--- src/rtl/alu_if.sv ---
// Operand/result bundle between the ALU and whatever drives it.
// The driver (master) owns operands and opcode; the ALU (slave) owns the registered results.
interface alu_if #(
  parameter int WIDTH = 8
);
  logic [WIDTH-1:0] A;
  logic [WIDTH-1:0] B;
  logic [3:0]       ALU_Sel;
  logic [WIDTH-1:0] ALU_Out;
  logic             CarryOut;

  modport master (
    output A,
    output B,
    output ALU_Sel,
    input  ALU_Out,
    input  CarryOut
  );

  modport slave (
    input  A,
    input  B,
    input  ALU_Sel,
    output ALU_Out,
    output CarryOut
  );
endinterface

--- src/rtl/alu.sv ---
// Parameterised ALU: 16 unsigned operations, result and sum-carry registered one cycle later.
// Synchronous active-high reset clears both outputs.
module alu #(
  parameter int WIDTH = 8
) (
  input logic   clk,
  input logic   rst,
  alu_if.slave  bus
);

  localparam logic [3:0] OP_ADD  = 4'b0000;
  localparam logic [3:0] OP_SUB  = 4'b0001;
  localparam logic [3:0] OP_MUL  = 4'b0010;
  localparam logic [3:0] OP_DIV  = 4'b0011;
  localparam logic [3:0] OP_SHL  = 4'b0100;
  localparam logic [3:0] OP_SHR  = 4'b0101;
  localparam logic [3:0] OP_ROL  = 4'b0110;
  localparam logic [3:0] OP_ROR  = 4'b0111;
  localparam logic [3:0] OP_AND  = 4'b1000;
  localparam logic [3:0] OP_OR   = 4'b1001;
  localparam logic [3:0] OP_XOR  = 4'b1010;
  localparam logic [3:0] OP_NOR  = 4'b1011;
  localparam logic [3:0] OP_NAND = 4'b1100;
  localparam logic [3:0] OP_XNOR = 4'b1101;
  localparam logic [3:0] OP_GT   = 4'b1110;
  localparam logic [3:0] OP_EQ   = 4'b1111;

  logic [WIDTH:0]   sum_ext;
  logic [WIDTH-1:0] result;

  // Carry always comes from A+B, whatever the opcode.
  assign sum_ext = {1'b0, bus.A} + {1'b0, bus.B};

  always_comb begin
    result = '0;
    case (bus.ALU_Sel)
      OP_ADD:  result = sum_ext[WIDTH-1:0];
      OP_SUB:  result = bus.A - bus.B;
      OP_MUL:  result = bus.A * bus.B;
      OP_DIV:  result = (bus.B == '0) ? '0 : (bus.A / bus.B);
      OP_SHL:  result = {bus.A[WIDTH-2:0], 1'b0};
      OP_SHR:  result = {1'b0, bus.A[WIDTH-1:1]};
      OP_ROL:  result = {bus.A[WIDTH-2:0], bus.A[WIDTH-1]};
      OP_ROR:  result = {bus.A[0], bus.A[WIDTH-1:1]};
      OP_AND:  result = bus.A & bus.B;
      OP_OR:   result = bus.A | bus.B;
      OP_XOR:  result = bus.A ^ bus.B;
      OP_NOR:  result = ~(bus.A | bus.B);
      OP_NAND: result = ~(bus.A & bus.B);
      OP_XNOR: result = ~(bus.A ^ bus.B);
      OP_GT:   result = {{(WIDTH-1){1'b0}}, (bus.A > bus.B)};
      OP_EQ:   result = {{(WIDTH-1){1'b0}}, (bus.A == bus.B)};
      default: result = '0;
    endcase
  end

  always_ff @(posedge clk) begin
    if (rst) begin
      bus.ALU_Out  <= '0;
      bus.CarryOut <= 1'b0;
    end else begin
      bus.ALU_Out  <= result;
      bus.CarryOut <= sum_ext[WIDTH];
    end
  end

endmodule

--- src/flat_wrapper.sv ---
// flat-port wrapper written by rule: the top's interface ports become plain ports
module alu_flat 
#(
  parameter int WIDTH = 8
)
  (clk, rst, bus_A, bus_B, bus_ALU_Sel, bus_ALU_Out, bus_CarryOut);
  alu_if #(.WIDTH(WIDTH)) bus_i ();
  input logic clk;
  input logic rst;
  input wire logic [$bits(bus_i.A)-1:0] bus_A;
  input wire logic [$bits(bus_i.B)-1:0] bus_B;
  input wire logic [$bits(bus_i.ALU_Sel)-1:0] bus_ALU_Sel;
  output wire logic [$bits(bus_i.ALU_Out)-1:0] bus_ALU_Out;
  output wire logic [$bits(bus_i.CarryOut)-1:0] bus_CarryOut;
  assign bus_i.A = bus_A;
  assign bus_i.B = bus_B;
  assign bus_i.ALU_Sel = bus_ALU_Sel;
  assign bus_ALU_Out = bus_i.ALU_Out;
  assign bus_CarryOut = bus_i.CarryOut;
  alu #(.WIDTH(WIDTH)) u_core (.clk(clk), .rst(rst), .bus(bus_i));
endmodule
--- config.mk ---
export PLATFORM = sky130hd
export DESIGN_NAME = alu_flat
export DESIGN_NICKNAME = d
export VERILOG_FILES = /design/src/rtl/alu_if.sv /design/src/rtl/alu.sv /design/src/flat_wrapper.sv
export SDC_FILE = /design/constraint.sdc
export NUM_CORES = 1
export LEC_CHECK = 0
export ABC_AREA = 1
export CAP_MARGIN = 15
export CORE_MARGIN = 4
export CORE_UTILIZATION = 51
export CTS_CLUSTER_SIZE = 10
export DETAILED_ROUTE_END_ITERATION = 6
export PLACE_DENSITY = 0.67
export SLEW_MARGIN = 20
export SYNTH_ARGS = -nofsm -noshare
export SYNTH_HDL_FRONTEND = slang
export SYNTH_SLANG_ARGS = --single-unit
export TNS_END_PERCENT = 10
--- constraint.sdc ---
create_clock -name clk -period 23.5 [get_ports clk]
set_input_delay 3.525 -clock clk [delete_from_list [all_inputs] [get_ports clk]]
set_output_delay 3.525 -clock clk [all_outputs]
set_load 0.05 [all_outputs]
==> results.py, run 1 <==
metrics = {
    "route": {
        "drc": 0,
        "dr.pass1.iters": 5,
        "routedWlPerCell_um": 17.0,
        "antenna_left": 0,
        "drtIter0Drc": 370,
        "drt_wl_total_um": 14400,
        "dr_total_vias": 4796,
        "avgViaCountPerCell": 5.66,
    },
    "yosys": {
        "syn_avg_cell_area_sq_um": 6.22,
        "yosysWarningCount": 0,
        "syn_area_sq_um": 4480,
        "yosysTopAreaCell": "ha_1",
        "yosys-top-cells-area": "ha_1 (22%), nand2_1 (15%), inv_1 (11%)",
        "synth_fp_nets": 834,
        "synth_edf_count": 0,
        "ys_types": 50,
        "syn_inst": 719,
        "async_reset_ff_frac": 0,
        "yosysMostFrequentCell": "nand2_1",
        "ys.flop_type": "dfxtp_1",
        "synth-seq-area-share": 0.0403,
        "synth_top_cell_area_share": 0.221,
        "yosys_register_bits": 9,
        "yosys-top-cells-count": "nand2_1 (176), inv_1 (128), ha_1 (79)",
    },
    "clock_network": {
        "cts_resized": 0,
        "clk_path_buf_depth": 2,
        "cts-buffers-inserted": 3,
        "path_clk_slew_ns": 0.05,
        "htree_levels": 1,
        "clock-root-buffer": "clkbuf_8",
        "post-cts-setup-buffers": 0,
        "cts_tree": "done",
        "cts_sinks": 9,
        "cts_hold_buf": 0,
    },
    "floorplan": {
        "fp.dieW_um": 102,
        "core-area_sq_um": 8380,
        "die_area_sq_um": 10300,
        "rows": 33,
        "io_pins": 31,
        "die_h_um": 102,
        "start_util": 0.534,
    },
    "cells_and_area": {
        "final_area_sq_um": 4900,
        "area.growth.synth_to_final_pct": 9.56,
        "nNetsFinal": 859,
        "diodes": 0,
        "post_route_cells_drive_above_1_share": 0.0861,
        "fill_cells": 887,
    },
    "global_routing": {
        "antenna_found_initial": 0,
        "track_usage": 0.290,
        "grt_max_degree": 14,
        "grt_pass1_vias": 4659,
        "grt-ovfl-total": 0,
        "grt_pass1_wl_um": 23600,
    },
    "pwr": {
        "swShare": 0.544,
        "p_sw_mw": 0.0958,
        "leakagePower_nw": 2.74,
        "intPower_mw": 0.0804,
        "vdd_drop_max_mv": 0.0195,
        "power.density_nw_per_um2": 35.9,
        "power.share.clock": 0.104,
        "seq_power_share": 0.099,
        "p_comb_frac": 0.797,
    },
    "run_status": {
        "outcome": "finished clean",
    },
    "placement": {
        "dpl_cell_area_sq_um": 4860,
        "portBuffers": 30,
        "dp_hpwl_um": 11900,
        "place_congestion": 0.999,
    },
    "sta": {
        "maxSlewViolCount": 0,
        "timing.setup.tns_ns": 0,
        "finalCritPeriodShare": 0.562,
        "tightest_slew_ns": 0.662,
        "slew-limit-headroom": 0.557,
        "fmax_mhz": 75.8,
        "fin_crit_ns": 13.20,
        "finalHoldViolCount": 0,
        "setup_violations": 0,
        "rsz0062_at_grt": "no",
    },
    "setup_path": {
        "crit_type": "input port to flop",
        "startpoint_type": "input port",
        "required_ns": 23.64,
        "critPathMaxFanout": 12,
        "cp_data_arrival_time_ns": 13.34,
        "critPathTopFamily": "simple AND/OR/NAND/NOR gates",
        "end_kind": "flop",
        "crit_buf_inv": 12,
        "cp_slowest_cell": "clkdlybuf4s50_1",
        "max_stage_delay_ns": 0.81,
        "cp_common_cell": "nand2_1",
    },
    "hold_path": {
        "hold_path.class": "input port to flop",
    },
    "flow_run": {
        "max_cap_violations": 0,
    },
}
[state kept, by name, summed over array words and instances (netlist names)]
signal               cells
u_core.bus.CarryOut      1
u_core.bus.ALU_Out       8
[cell type report]
type | count | area, sq um | area share
multi-input combinational | 556 | 3690 | 0.754
inverter | 144 | 551 | 0.112
timing repair buffer | 30 | 300 | 0.0612
sequential | 9 | 180 | 0.0367
tap | 105 | 131 | 0.0268
clock buffer | 3 | 41.3 | 0.00842
clock inverter | 1 | 5.00 | 0.00102
[worst paths after layout]
path | to | start | cells after the start
max | u_core.bus.ALU_Out[0] | bus_B[0] | 64
min | u_core.bus.CarryOut | rst | 2
[cell usage in the layout (no fill, tap or decap), types with 3 or more instances in the layout]
| cell | count |
|---|---|
| fa_1 | 14 |
| o2111ai_1 | 4 |
| nand4_1 | 5 |
| xor2_1 | 14 |
| o21ai_1 | 6 |
| a21oi_1 | 35 |
| nand2_2 | 6 |
| nor2_2 | 8 |
| o211ai_1 | 5 |
| o22ai_1 | 10 |
| o21bai_1 | 5 |
| clkdlybuf4s50_1 | 30 |
| inv_1 | 128 |
| and2_1 | 4 |
| nor2_1 | 36 |
| nor3_1 | 8 |
| nand3_1 | 51 |
| inv_2 | 14 |
| ha_1 | 79 |
| nand2_1 | 176 |
| nor4_1 | 3 |
| nand3_2 | 9 |
| a221oi_1 | 3 |
| o21ai_0 | 25 |
| a31oi_1 | 3 |
| dfxtp_1 | 9 |
| or2_2 | 8 |
| clkbuf_8 | 3 |
| xnor2_1 | 10 |
| o221ai_1 | 5 |
[power by group through the flow]
stage	sequential (mW)	clock [mW]	combinational, mW
floorplan	0.0235	0	0.0964
global placement	0.0177	0	0.137
detailed placement	0.0178	0	0.139
CTS	0.0175	0.0184	0.140
global route	0.0176	0.0200	0.161
finish	0.0175	0.0182	0.140
[per-stage QoR]
step                utilization  hold WS (ns)  power (mW)  std cells  setup slack (ns)
global route              0.585          3.88       0.198        848              9.32
global placement          0.579          4.09       0.155        844             10.49
finish                    0.585          3.88       0.176        848             10.30
floorplan                     -          3.59       0.120        719             12.25
detailed placement        0.579          4.11       0.157        844             10.14
CTS                       0.585          3.87       0.176        848             10.36
[per-layer routing]
metal,part of all wire,global-route usage,vias up
li1,-,-,2380
met4,0.046,0.110,0
met3,0.070,0.0427,44
met5,0,0,-
met1,0.43,0.378,2194
met2,0.45,0.483,178
[cells by family (layout without fill, tap and decap cells)]
logic type	count (synthesis)	after routing	synth area share
flip-flops	9	9	0.0403
AO/OA/AOI/OAI	113	113	0.156
buffers and inverters	154	178	0.134
AND/OR/NAND/NOR	326	326	0.339
XOR/XNOR	24	24	0.0470
adder cells (fa/ha/maj)	93	93	0.283
No activity file was read; power rests on OpenSTA's default activity.
==> inputs of run 2 (changes only) <==
- PLACE_DENSITY: 0.67 -> 0.69
- clock period: 23.5 -> 11.55 ns (I/O delays scaled with it)
==> run 2 against run 1 <==
Effect of this change: via count rose by 0.13%; combinational power rose by 110%; sequential power grew 100%; global-route usage shrank 1.2 points; total power rose by 110%; non-clock buffer count rose by 11; sequential share of layout area decreased by 0.079 points; hold slack worse by 1.8 ns; highest routed layer unchanged.
==> results.py, run 2 (same netlist as run 1, synthesis figures left out) <==
metrics = {
    "route": {
        "dr.pass1.iters": 5,
        "avgViaCountPerCell": 5.59,
        "antenna_left": 0,
        "drc": 0,
        "routedWlPerCell_um": 16.5,
        "drtIter0Drc": 410,
        "drt_wl_total_um": 14200,
        "dr_total_vias": 4802,
    },
    "floorplan": {
        "die_h_um": 102,
        "io_pins": 31,
        "rows": 33,
        "die_area_sq_um": 10300,
        "core-area_sq_um": 8380,
        "fp.dieW_um": 102,
        "start_util": 0.534,
    },
    "clock_network": {
        "cts-buffers-inserted": 3,
        "path_clk_slew_ns": 0.04,
        "htree_levels": 1,
        "clk_path_buf_depth": 2,
        "cts_sinks": 9,
        "cts_tree": "done",
        "cts_hold_buf": 0,
        "clock-root-buffer": "clkbuf_8",
    },
    "pwr": {
        "intPower_mw": 0.168,
        "swShare": 0.537,
        "power.share.clock": 0.099,
        "leakagePower_nw": 2.80,
        "vdd_drop_max_mv": 0.0447,
        "power.density_nw_per_um2": 72.3,
        "seq_power_share": 0.098,
        "p_total_mw": 0.362,
        "p_comb_frac": 0.803,
        "p_sw_mw": 0.195,
    },
    "global_routing": {
        "antenna_found_initial": 0,
        "grt_util_met3": 0.0365,
        "use_met2": 0.470,
        "grt_max_degree": 14,
        "met1_usage": 0.364,
        "grt_busiest_layer": "met2",
        "grt_pass1_wl_um": 22700,
        "grt-ovfl-total": 0,
        "grt_pass1_vias": 4592,
        "track_usage": 0.278,
    },
    "setup_path": {
        "required_ns": 11.73,
        "cp_data_arrival_time_ns": 10.80,
        "cp_slowest_cell": "clkdlybuf4s50_1",
        "startpoint_type": "input port",
        "critPathMaxFanout": 7,
        "max_stage_delay_ns": 0.52,
        "crit_type": "input port to flop",
        "end_kind": "flop",
        "cp_common_cell": "nand2_1",
    },
    "sta": {
        "tightest_slew_ns": 0.676,
        "fin_crit_ns": 10.62,
        "setup_violations": 0,
        "maxSlewViolCount": 0,
        "fin_ws_ns": 0.927,
        "slew-limit-headroom": 0.548,
        "finalHoldViolCount": 0,
        "fmax_mhz": 94.1,
        "finalCritPeriodShare": 0.920,
        "timing.setup.tns_ns": 0,
    },
    "run_status": {
        "outcome": "finished clean",
    },
    "cells_and_area": {
        "area.growth.synth_to_final_pct": 12.0,
        "largest_reg_flops": 8,
        "layout_common_cells": "nand2_1 (175), inv_1 (126), ha_1 (79)",
        "stdcell_count": 859,
        "mostFrequentLayoutCell": "nand2_1",
        "reg_top3": "u_core.bus.ALU_Out x8, u_core.bus.CarryOut x1",
        "post_route_cells_drive_above_1_share": 0.105,
        "nNetsFinal": 870,
        "diodes": 0,
        "fill_cells": 814,
        "regMostFlops": "u_core.bus.ALU_Out",
    },
    "hold_path": {
        "whs_endpoint": "u_core.bus.CarryOut",
        "min_from": "rst",
        "hold_depth": 2,
        "hold_path.class": "input port to flop",
    },
    "placement": {
        "portBuffers": 30,
        "pre_cts_ws_ns": 0.426,
        "dp.cells": 847,
        "place_congestion": 1.05,
        "dp_hpwl_um": 11500,
    },
    "flow_run": {
        "max_cap_violations": 0,
    },
}
[run 2: worst max-delay path: cells and delay by family]
family | cells | cell delay, ns
adders and majority gates | 8 | 2.51
and+or+nand+nor | 32 | 3.21
buffers and inverters | 9 | 1.25
AOI/OAI and AO/OA | 14 | 2.09
[run 2: layout make-up]
cell class / count / area, sq um / area share
well taps: 105 / 131 / 0.0262
repair buffers: 41 / 385 / 0.0769
clock buffers: 4 / 45.0 / 0.00899
multi-input cells: 556 / 3710 / 0.741
inverters: 144 / 557 / 0.111
flip-flops and latches: 9 / 180 / 0.0360
[run 2: power by group through the flow]
stage	combinational [mW]	sequential (mW)	clock, mW
3_5_place_dp	0.282	0.0361	0
4_1_cts	0.284	0.0355	0.0367
6_report	0.291	0.0355	0.0360
2_1_floorplan	0.196	0.0477	0
5_1_grt	0.328	0.0356	0.0396
3_3_place_gp	0.277	0.0359	0
[run 2: what timing repair did]
| item | CTS | global route |
|---|---|---|
| buffers inserted | 0 | 8 |
| gates resized for setup | 0 | 9 |
| setup endpoints to repair | 0 | 1 |
[run 2: metal layers]
layer / up-vias / routed length, um
li1: 2403 / -
met1: 2174 / 6170
met2: 180 / 6450
met3: 45 / 1040
met4: 0 / 535
met5: - / 0
[run 2: worst max path at each step]
stage          slack [ns]  startpoint               endpoint
2_1_floorplan        2.09    bus_B[0]  u_core.bus.ALU_Out[0]
6_report             0.93    bus_B[0]  u_core.bus.ALU_Out[0]
4_1_cts              0.65    bus_B[0]  u_core.bus.ALU_Out[0]
3_3_place_gp         0.70    bus_A[7]  u_core.bus.ALU_Out[0]
3_5_place_dp         0.43    bus_B[0]  u_core.bus.ALU_Out[0]
5_1_grt             -0.05    bus_B[0]  u_core.bus.ALU_Out[0]
[run 2: through the flow]
stage	hold WS (ns)	util	cell area, sq um
final	2.07	0.598	5010
after global routing	2.07	0.598	5010
after CTS	2.07	0.588	4920
after global placement	2.31	0.582	4880
after detailed placement	2.31	0.582	4880
after floorplan	1.80	-	4480
==> inputs of run 3 (changes only) <==
- REMOVE_ABC_BUFFERS: default -> 1
==> run 3 against run 2 <==
Effect of this change: core utilization hardly changed; first-iteration DRC count shrank 19%; sequential share of layout area is essentially flat; non-clock buffer count is 1 lower; hold slack got worse by 0.0029 ns; die area did not move; global-route usage increased by 0.54 points; maximum frequency shrank 1.7%.
==> results.py, run 3 (same netlist as run 1, synthesis figures left out) <==
metrics = {
    "cells_and_area": {
        "post_route_cells_drive_above_1_share": 0.105,
        "layout_common_cells": "nand2_1 (175), inv_1 (126), ha_1 (79)",
        "area.growth.synth_to_final_pct": 11.9,
        "reg_top3": "u_core.bus.ALU_Out x8, u_core.bus.CarryOut x1",
        "diodes": 0,
        "nNetsFinal": 869,
        "multi_input_area_sq_um": 3710,
        "largest_reg_flops": 8,
        "utilization": 0.597,
        "mostFrequentLayoutCell": "nand2_1",
        "regMostFlops": "u_core.bus.ALU_Out",
        "fill_cells": 839,
        "regArea_sq_um": 180,
        "final_area_sq_um": 5010,
    },
    "route": {
        "dr_total_vias": 4854,
        "drtIter0Drc": 333,
        "drt_wl_total_um": 14500,
        "drc": 0,
        "routedWlPerCell_um": 16.9,
        "dr.pass1.iters": 5,
        "avgViaCountPerCell": 5.66,
        "antenna_left": 0,
    },
    "sta": {
        "setup_violations": 0,
        "finalHoldViolCount": 0,
        "slew-limit-headroom": 0.581,
        "finalCritPeriodShare": 0.936,
        "fin_crit_ns": 10.81,
        "fmax_mhz": 92.5,
        "maxSlewViolCount": 0,
        "fin_ws_ns": 0.742,
        "tightest_slew_ns": 0.626,
    },
    "hold_path": {
        "min_from": "rst",
        "hold_path.class": "input port to flop",
        "whs_endpoint": "u_core.bus.CarryOut",
        "hold_depth": 2,
    },
    "setup_path": {
        "startpoint_type": "input port",
        "cp_slowest_cell": "clkdlybuf4s50_1",
        "critPathTopFamily": "simple AND/OR/NAND/NOR gates",
        "cp_common_cell": "nand2_1",
        "crit_buf_inv": 12,
        "crit_type": "input port to flop",
        "cp_data_arrival_time_ns": 10.98,
        "max_stage_delay_ns": 0.52,
        "critPathMaxFanout": 8,
        "end_kind": "flop",
        "required_ns": 11.73,
    },
    "global_routing": {
        "grt_max_degree": 14,
        "grt_pass1_vias": 4639,
        "grt_pass1_wl_um": 23100,
        "grt-ovfl-total": 0,
        "antenna_found_initial": 0,
        "track_usage": 0.283,
    },
    "floorplan": {
        "start_util": 0.534,
        "fp.dieW_um": 102,
        "die_area_sq_um": 10300,
        "die_h_um": 102,
        "io_pins": 31,
        "core-area_sq_um": 8380,
        "rows": 33,
    },
    "clock_network": {
        "clock-root-buffer": "clkbuf_8",
        "cts_hold_buf": 0,
        "htree_levels": 1,
        "clk_path_buf_depth": 2,
        "cts-buffers-inserted": 3,
        "path_clk_slew_ns": 0.05,
        "cts_sinks": 9,
        "cts_tree": "done",
    },
    "placement": {
        "pre_cts_ws_ns": 0.227,
        "place_congestion": 1.00,
        "dp_hpwl_um": 11900,
        "portBuffers": 30,
        "dpl_cell_area_sq_um": 4870,
    },
    "pwr": {
        "power.density_nw_per_um2": 73.0,
        "leakagePower_nw": 2.79,
        "vdd_drop_max_mv": 0.0419,
        "p_total_mw": 0.365,
    },
    "run_status": {
        "outcome": "finished clean",
    },
    "flow_run": {
        "max_cap_violations": 0,
    },
}
run 3: cell count changes in the layout (fill, tap and decap cells not counted), sizes merged:
| cell | before | now |
|---|---|---|
| clkbuf | 4 | 3 |
| clkinvlp | 1 | 2 |
| inv | 143 | 142 |
| buf | 11 | 10 |
| clkinv | 0 | 1 |
run 3: report_power, final:
| group | switching, mW | internal [mW] | total (mW) |
|---|---|---|---|
| clock network | 0.0136 | 0.0236 | 0.0372 |
| logic | 0.183 | 0.110 | 0.293 |
| registers | 0.00101 | 0.0345 | 0.0355 |
run 3: worst max-delay path by stage:
| stage | cells past startpoint | start | slack [ns] | to |
|---|---|---|---|---|
| floorplan | 63 | bus_B[0] | 2.09 | u_core.bus.ALU_Out[0] |
| global placement | 61 | bus_A[7] | 0.68 | u_core.bus.ALU_Out[0] |
| detailed placement | 63 | bus_B[0] | 0.23 | u_core.bus.ALU_Out[0] |
| CTS | 63 | bus_B[0] | 0.43 | u_core.bus.ALU_Out[0] |
| global route | 66 | bus_B[0] | -0.08 | u_core.bus.ALU_Out[0] |
| finish | 63 | bus_B[0] | 0.74 | u_core.bus.ALU_Out[0] |
run 3: cell type report:
cell class | count | share of cell area
multi-input cells | 556 | 0.742
inverters | 144 | 0.111
repair buffers | 40 | 0.0755
flip-flops and latches | 9 | 0.0360
well taps | 105 | 0.0262
clock buffers | 3 | 0.00825
clock inverters | 1 | 0.00100
run 3: through the flow:
step           instances  setup TNS (ns)  hold WS (ns)
6_report             858               0          2.07
2_1_floorplan        709               0          1.80
3_5_place_dp         846               0          2.32
5_1_grt              858         -0.0754          2.08
4_1_cts              850               0          2.07
3_3_place_gp         846               0          2.30
run 3: timing repair:
item | CTS | global route
buffers inserted | 0 | 8
resized for setup | 0 | 8
setup endpoints to repair | 0 | 1
run 3: routing by layer:
layer	up-vias	wire, um	GRT usage
li1	2397	-	-
met2	184	6970	0.493
met1	2238	6170	0.373
met5	-	0	0
met4	0	438	0.0808
met3	35	909	0.0241
